$ cat config.mk
export PLATFORM = sky130hd
export DESIGN_NAME = pong_match_ctrl_flat
export DESIGN_NICKNAME = d
export VERILOG_FILES = /design/src/rtl/pong_pkg.sv /design/src/rtl/pong_match_ctrl_if.sv /design/src/rtl/pong_tick_timer.sv /design/src/rtl/pong_match_ctrl.sv /design/src/flat_wrapper.sv
export SDC_FILE = /design/constraint.sdc
export NUM_CORES = 1
export LEC_CHECK = 0
export BUFFER_PORTS_ARGS = -buffer_cell sky130_fd_sc_hd__buf_2
export CAP_MARGIN = 20
export CELL_PAD_IN_SITES_DETAIL_PLACEMENT = 0
export CELL_PAD_IN_SITES_GLOBAL_PLACEMENT = 1
export CORE_MARGIN = 2
export CORE_UTILIZATION = 35
export DETAILED_ROUTE_END_ITERATION = 10
export HOLD_SLACK_MARGIN = 0.03
export PLACE_DENSITY_LB_ADDON = 0.15
export SLEW_MARGIN = 15
export SYNTH_ARGS = -nofsm -noshare
export SYNTH_HDL_FRONTEND = slang
export SYNTH_SLANG_ARGS = --single-unit
$ cat constraint.sdc
create_clock -name i_clk -period 1.8 [get_ports i_clk]
set_clock_uncertainty 0.2 [all_clocks]
set_input_delay 0.27 -clock i_clk [delete_from_list [all_inputs] [get_ports i_clk]]
set_output_delay 0.27 -clock i_clk [all_outputs]
set_load 0.01 [all_outputs]
$ cat src/rtl/pong_pkg.sv
// pong_pkg: shared state encoding, direction bits and paddle-cover helper for the Pong blocks.
package pong_pkg;
    typedef enum logic [2:0] {
        IDLE  = 3'd0,
        SERVE = 3'd1,
        PLAY  = 3'd2,
        POINT = 3'd3,
        OVER  = 3'd4
    } state_e;

    localparam int DIR_EAST_BIT  = 0;
    localparam int DIR_NORTH_BIT = 1;
    localparam int SCORE_W       = 4;

    // Bottom row is formed 7 bits wide so a paddle near row 63 cannot wrap.
    function automatic logic covers(input logic [5:0] top, input logic [5:0] y, input int h);
        logic [6:0] bot;
        bot = {1'b0, top} + 7'(h) - 7'd1;
        return ({1'b0, y} >= {1'b0, top}) && ({1'b0, y} <= bot);
    endfunction

    function automatic int max_int(input int a, input int b);
        return (a > b) ? a : b;
    endfunction
endpackage

$ cat src/rtl/pong_match_ctrl_if.sv
// pong_match_ctrl_if: ball/paddle/button inputs and score/state outputs of the match sequencer.
interface pong_match_ctrl_if;
    import pong_pkg::*;
    logic               i_start;
    logic [5:0]         i_ball_x;
    logic [5:0]         i_ball_y;
    logic [1:0]         i_ball_dir;
    logic [5:0]         i_paddle_l_y;
    logic [5:0]         i_paddle_r_y;
    logic               o_ball_enable;
    logic [SCORE_W-1:0] o_score_l;
    logic [SCORE_W-1:0] o_score_r;
    logic [2:0]         o_state;
    logic               o_winner;
    logic               o_point;

    modport master (
        output i_start, i_ball_x, i_ball_y, i_ball_dir, i_paddle_l_y, i_paddle_r_y,
        input  o_ball_enable, o_score_l, o_score_r, o_state, o_winner, o_point
    );

    modport slave (
        input  i_start, i_ball_x, i_ball_y, i_ball_dir, i_paddle_l_y, i_paddle_r_y,
        output o_ball_enable, o_score_l, o_score_r, o_state, o_winner, o_point
    );
endinterface

$ cat src/rtl/pong_tick_timer.sv
// pong_tick_timer: loadable down-counter; done is high while the count sits at zero.
module pong_tick_timer #(
    parameter int W = 8
) (
    input  logic         clk,
    input  logic         rst_n,
    input  logic         load,
    input  logic [W-1:0] value,
    output logic         done
);
    logic [W-1:0] cnt;

    always_ff @(posedge clk or negedge rst_n) begin
        if (!rst_n)
            cnt <= '0;
        else if (load)
            cnt <= value;
        else if (cnt != '0)
            cnt <= cnt - 1'b1;
    end

    assign done = (cnt == '0);
endmodule

$ cat src/rtl/pong_match_ctrl.sv
// pong_match_ctrl: Pong match sequencer (serve, play, miss detection, scoring, winner).
// PONG_SERVE_DELAY_EN enables the SERVE/POINT tick timer; otherwise both states last one cycle.
module pong_match_ctrl
    import pong_pkg::*;
#(
    parameter int GAME_WIDTH  = 40,
    parameter int GAME_HEIGHT = 30,
    parameter int PADDLE_H    = 6,
    parameter int WIN_SCORE   = 9,
    parameter int SERVE_TICKS = 25000000,
    parameter int POINT_TICKS = 12500000
) (
    input logic              i_clk,
    input logic              i_rst_n,
    pong_match_ctrl_if.slave bus
);
    localparam logic [2:0] ST_IDLE  = 3'(IDLE);
    localparam logic [2:0] ST_SERVE = 3'(SERVE);
    localparam logic [2:0] ST_PLAY  = 3'(PLAY);
    localparam logic [2:0] ST_POINT = 3'(POINT);
    localparam logic [2:0] ST_OVER  = 3'(OVER);
    localparam logic [SCORE_W-1:0] WIN = SCORE_W'(WIN_SCORE);
    localparam logic [SCORE_W-1:0] SAT = '1;

    logic [2:0]         state, state_n;
    logic [SCORE_W-1:0] score_l, score_r, score_l_n, score_r_n;
    logic               winner, winner_n, point_n;
    logic               miss_l, miss_r, expired, won;

    assign miss_l = (bus.i_ball_x == 6'd0) && !bus.i_ball_dir[DIR_EAST_BIT]
                    && !covers(bus.i_paddle_l_y, bus.i_ball_y, PADDLE_H);
    assign miss_r = (bus.i_ball_x == 6'(GAME_WIDTH)) && bus.i_ball_dir[DIR_EAST_BIT]
                    && !covers(bus.i_paddle_r_y, bus.i_ball_y, PADDLE_H);
    assign won    = (score_l == WIN) || (score_r == WIN);

`ifdef PONG_SERVE_DELAY_EN
    localparam int CNT_W = $clog2(max_int(SERVE_TICKS, POINT_TICKS) + 1);
    logic             load;
    logic [CNT_W-1:0] load_val;

    // Reloaded on every entry into SERVE or POINT so the stay is exactly N cycles.
    assign load     = (state_n != state) && (state_n == ST_SERVE || state_n == ST_POINT);
    assign load_val = (state_n == ST_SERVE) ? CNT_W'(SERVE_TICKS - 1) : CNT_W'(POINT_TICKS - 1);

    pong_tick_timer #(.W(CNT_W)) u_timer (
        .clk   (i_clk),
        .rst_n (i_rst_n),
        .load  (load),
        .value (load_val),
        .done  (expired)
    );
`else
    assign expired = 1'b1;
`endif

    always_comb begin
        state_n   = state;
        score_l_n = score_l;
        score_r_n = score_r;
        winner_n  = winner;
        point_n   = 1'b0;
        case (state)
            ST_IDLE: if (bus.i_start) begin
                state_n   = ST_SERVE;
                score_l_n = '0;
                score_r_n = '0;
            end
            ST_SERVE: state_n = expired ? ST_PLAY : ST_SERVE;
            ST_PLAY: if (miss_l) begin
                score_r_n = (score_r == SAT) ? SAT : score_r + 1'b1;
                point_n   = 1'b1;
                state_n   = ST_POINT;
            end else if (miss_r) begin
                score_l_n = (score_l == SAT) ? SAT : score_l + 1'b1;
                point_n   = 1'b1;
                state_n   = ST_POINT;
            end
            // Only the player who just scored can have reached the winning score.
            ST_POINT: if (won) begin
                state_n  = ST_OVER;
                winner_n = (score_r == WIN);
            end else if (expired) begin
                state_n = ST_SERVE;
            end
            ST_OVER: if (bus.i_start) begin
                state_n   = ST_SERVE;
                score_l_n = '0;
                score_r_n = '0;
                winner_n  = 1'b0;
            end
            default: state_n = ST_IDLE;
        endcase
    end

    always_ff @(posedge i_clk or negedge i_rst_n) begin
        if (!i_rst_n) begin
            state             <= ST_IDLE;
            score_l           <= '0;
            score_r           <= '0;
            winner            <= 1'b0;
            bus.o_point       <= 1'b0;
            bus.o_ball_enable <= 1'b0;
        end else begin
            state             <= state_n;
            score_l           <= score_l_n;
            score_r           <= score_r_n;
            winner            <= winner_n;
            bus.o_point       <= point_n;
            bus.o_ball_enable <= (state_n == ST_PLAY);
        end
    end

    assign bus.o_state   = state;
    assign bus.o_score_l = score_l;
    assign bus.o_score_r = score_r;
    assign bus.o_winner  = winner;
endmodule

$ cat src/flat_wrapper.sv
// flat-port wrapper written by rule: the top's interface ports become plain ports
module pong_match_ctrl_flat import pong_pkg::*;
#(
    parameter int GAME_WIDTH  = 40,
    parameter int GAME_HEIGHT = 30,
    parameter int PADDLE_H    = 6,
    parameter int WIN_SCORE   = 9,
    parameter int SERVE_TICKS = 25000000,
    parameter int POINT_TICKS = 12500000
)
  (i_clk, i_rst_n, bus_i_start, bus_i_ball_x, bus_i_ball_y, bus_i_ball_dir, bus_i_paddle_l_y, bus_i_paddle_r_y, bus_o_ball_enable, bus_o_score_l, bus_o_score_r, bus_o_state, bus_o_winner, bus_o_point);
  pong_match_ctrl_if bus_i ();
  input logic i_clk;
  input logic i_rst_n;
  input wire logic [$bits(bus_i.i_start)-1:0] bus_i_start;
  input wire logic [$bits(bus_i.i_ball_x)-1:0] bus_i_ball_x;
  input wire logic [$bits(bus_i.i_ball_y)-1:0] bus_i_ball_y;
  input wire logic [$bits(bus_i.i_ball_dir)-1:0] bus_i_ball_dir;
  input wire logic [$bits(bus_i.i_paddle_l_y)-1:0] bus_i_paddle_l_y;
  input wire logic [$bits(bus_i.i_paddle_r_y)-1:0] bus_i_paddle_r_y;
  output wire logic [$bits(bus_i.o_ball_enable)-1:0] bus_o_ball_enable;
  output wire logic [$bits(bus_i.o_score_l)-1:0] bus_o_score_l;
  output wire logic [$bits(bus_i.o_score_r)-1:0] bus_o_score_r;
  output wire logic [$bits(bus_i.o_state)-1:0] bus_o_state;
  output wire logic [$bits(bus_i.o_winner)-1:0] bus_o_winner;
  output wire logic [$bits(bus_i.o_point)-1:0] bus_o_point;
  assign bus_i.i_start = bus_i_start;
  assign bus_i.i_ball_x = bus_i_ball_x;
  assign bus_i.i_ball_y = bus_i_ball_y;
  assign bus_i.i_ball_dir = bus_i_ball_dir;
  assign bus_i.i_paddle_l_y = bus_i_paddle_l_y;
  assign bus_i.i_paddle_r_y = bus_i_paddle_r_y;
  assign bus_o_ball_enable = bus_i.o_ball_enable;
  assign bus_o_score_l = bus_i.o_score_l;
  assign bus_o_score_r = bus_i.o_score_r;
  assign bus_o_state = bus_i.o_state;
  assign bus_o_winner = bus_i.o_winner;
  assign bus_o_point = bus_i.o_point;
  pong_match_ctrl #(.GAME_WIDTH(GAME_WIDTH), .GAME_HEIGHT(GAME_HEIGHT), .PADDLE_H(PADDLE_H), .WIN_SCORE(WIN_SCORE), .SERVE_TICKS(SERVE_TICKS), .POINT_TICKS(POINT_TICKS)) u_core (.i_clk(i_clk), .i_rst_n(i_rst_n), .bus(bus_i));
endmodule
==> impl_metrics.py <==
metrics = {
    "run_status": {
        "status": "finished with violations",
        "violations": "setup timing",
    },
    "pwr": {
        "totalPowerFinal_mw": 1.52,
        "p_leak_nw": 1.17,
        "peakVddDrop_mv": 0.474,
        "p_per_area_nw_per_um2": 650,
    },
    "synth": {
        "synthCells": 169,
        "syn_avg_cell_area_sq_um": 9.08,
        "yosysWarnings": 0,
        "synth_seq_cells": 14,
        "synth-simple-area-share_pct": 17.4,
        "synth_top_family_by_area": "compound AO/OA/AOI/OAI gates",
        "muxShareOfSynthArea_pct": 0,
        "synth_compound_area_share_pct": 25.8,
        "seq_area_frac_synth_pct": 22.8,
        "synthXorXnorAreaFrac_pct": 4.56,
        "syn_area_sq_um": 1540,
        "synth_fa_ha_area_share_pct": 24.4,
        "synth_nets": 228,
        "ys_types": 48,
        "synth_edf_count": 0,
        "async_flop_share_pct": 100,
        "synth_ff_type": "dfrtp_1",
    },
    "placed_design": {
        "dp_hpwl_mm": 3.47,
        "place_congestion": 0.868,
        "dp.cells": 292,
        "portBuffers": 41,
    },
    "final_layout": {
        "area_delta_synth_final_pct": 52.0,
        "antennaDiodeCount": 0,
        "multiInputGateArea_sq_um": 1260,
        "most-common-layout-cells": "36 x buf_2, 34 x buf_4, 28 x ha_1, 18 x inv_1, 14 x dfrtp_1",
        "seqCellArea_sq_um": 350,
        "layout_commonest_cell": "buf_2",
        "n_fill_cell": 407,
        "instances_no_fill": 301,
        "fin_nets": 309,
        "drive_above_1_share_pct": 44.2,
    },
    "clocking": {
        "cts_tree": "done",
        "clk_latency_ps": 240,
        "numCtsBuffers": 3,
        "root_buffer": "clkbuf_8",
        "cts_buffer_depth": 2,
        "htreeDepth": 1,
        "cts.clk_slew.worst_paths_ps": 60,
        "cts.sinks": 14,
    },
    "critical_path": {
        "path_max_fanout": 4,
        "path_cells": "buf_8, ha_4, o21ai_2, xnor2_1, ha_1, and4_4, nor2b_4, o311ai_4, a31oi_4, and4b_1, a211oi_2",
        "required_ps": 1760,
        "slowest_delay_ps": 300,
        "startpoint_type": "input port",
        "endpoint_kind": "register",
        "reg2reg_depth": 6,
        "path_class": "input port to register",
        "slowest_stage": "ha_1",
        "worstPathArrival_ps": 2240,
    },
    "floorplan": {
        "coreArea_sq_um": 4290,
        "dieArea_sq_um": 4930,
        "ios": 43,
        "start_util_pct": 35.8,
        "die_h_microns": 70.2,
        "row_count": 24,
        "die_w_microns": 70.2,
    },
    "sta": {
        "rsz0062_at_grt": "yes",
        "final.setup.worst_slack_ps": -478,
        "slew_violations": 0,
        "fin_crit_ps": 2280,
        "worst_pin_slew_ps": 435,
        "slew_headroom_pct": 70.7,
        "hold_viol": 0,
        "setup_viol_count_final": 11,
        "period_share_pct": 127,
        "fmax_mhz": 439,
    },
    "global_routing": {
        "first_global_vias": 1638,
        "antenna_found_initial": 0,
        "gr-total-overflow": 0,
        "grt_pass1_wl_mm": 7.40,
        "grt_max_degree": 15,
        "grt_usage_pct": 18.3,
    },
    "detailed_routing": {
        "drt-total-wl_mm": 4.18,
        "dr.pass1.iters": 4,
        "drcViolationCount": 0,
        "antenna_left": 0,
        "wl_per_cell_microns": 13.9,
        "vias_per_cell": 5.24,
        "vias": 1578,
        "drtIter0Drc": 80,
    },
    "hold_path": {
        "holdPathStages": 2,
        "hp-class": "input port to register",
    },
    "run": {
        "cap_violations": 0,
    },
}
==> registers in the layout (all words and copies together) (netlist names) <==
signal                    cells
u_core.bus.o_score_l          4
u_core.bus.o_score_r          4
u_core.bus.o_state            3
u_core.bus.o_ball_enable      1
u_core.bus.o_point            1
u_core.bus.o_winner           1
==> stage by stage <==
stage | setup slack (ps) | util [%] | setup TNS [ps] | hold slack (ps) | instance area [sq um]
after floorplan | -561 | - | -4090 | -226 | 1600
final | -478 | 54.3 | -4290 | 57.1 | 2330
after detailed placement | -783 | 49.0 | -7810 | -13.8 | 2100
after global placement | -728 | 49.0 | -7310 | -19.4 | 2100
after global routing | -558 | 54.3 | -5280 | 55.6 | 2330
after CTS | -462 | 53.2 | -4360 | 49.4 | 2280
==> Yosys cell counts, drive strengths merged, types with 2 or more instances <==
library cell	count	share of area [%]
a21o	5	2.4
nand3b	3	1.5
nor2	5	1.4
o21ai	7	2.3
and4b	2	1.3
nand3	10	3.3
a211oi	2	0.98
nand2b	2	0.81
o21a	2	0.98
a31oi	9	4.6
xor2	2	1.1
a21oi	13	4.2
nand2	10	2.4
inv	19	4.6
o22ai	2	1.2
xnor2	6	3.4
ha	30	24
nor3b	2	1.3
dfrtp	14	23
nor3	3	1.3
==> routing by layer <==
metal  wire, microns  GRT usage (%)
met1            2000           25.3
met2            1960           30.5
met4              21           2.78
met3             194           2.89
met5               0              0
==> report_power, final <==
group,switching (mW),internal (mW),total [mW]
Clock,0.115,0.194,0.308
Sequential,0.0379,0.361,0.399
Combinational,0.415,0.395,0.809
==> cell type report <==
class                           instances  share of cell area, %
Timing Repair Buffer                   77                   22.6
Tap cell                               52                   2.79
Inverter                               19                   3.06
Sequential cell                        14                   15.0
Clock buffer                            4                   2.36
Multi-Input combinational cell        135                   54.2
==> path summary, 6_finish.rpt <==
path                                                      start                                  end  slack, ps
worst max register to register  u_core.bus.o_state[0]$_DFF_PN0_  u_core.bus.o_score_r[0]$_DFFE_PN0P_       -180
worst max-delay path                        bus_i_paddle_r_y[0]  u_core.bus.o_score_l[3]$_DFFE_PN0P_       -480
min in group asynchronous                               i_rst_n  u_core.bus.o_score_l[0]$_DFFE_PN0P_        250
worst min-delay path                                bus_i_start      u_core.bus.o_state[2]$_DFF_PN0_         60
worst min register to register  u_core.bus.o_state[2]$_DFF_PN0_      u_core.bus.o_state[1]$_DFF_PN0_        320
max in group asynchronous                               i_rst_n  u_core.bus.o_score_r[2]$_DFFE_PN0P_        900
==> critical path, delay by kind of cell <==
| family | cells | cell delay (ps) |
|---|---|---|
| buf+inv | 1 | 100 |
| xor+xnor | 1 | 90 |
| compound gates | 4 | 760 |
| simple gates | 3 | 560 |
| fa+ha+maj | 2 | 460 |
==> cell families after synthesis <==
kind of cell | count (synthesis)
AOI/OAI and AO/OA | 52
and+or+nand+nor | 45
adders and majority gates | 30
buffers and inverters | 20
DFF | 14
xor gates and xnor gates | 8
==> timing repair <==
action | CTS | global route
hold buffers | 1 | 0
setup buffers | 2 | 2
pin swaps | 17 | 5
cloned | 0 | 0
setup endpoints to repair | 11 | 11
resized for setup | 24 | 6
endpoints found under the hold margin | 14 | 0
No activity file was read; power rests on OpenSTA's default activity.
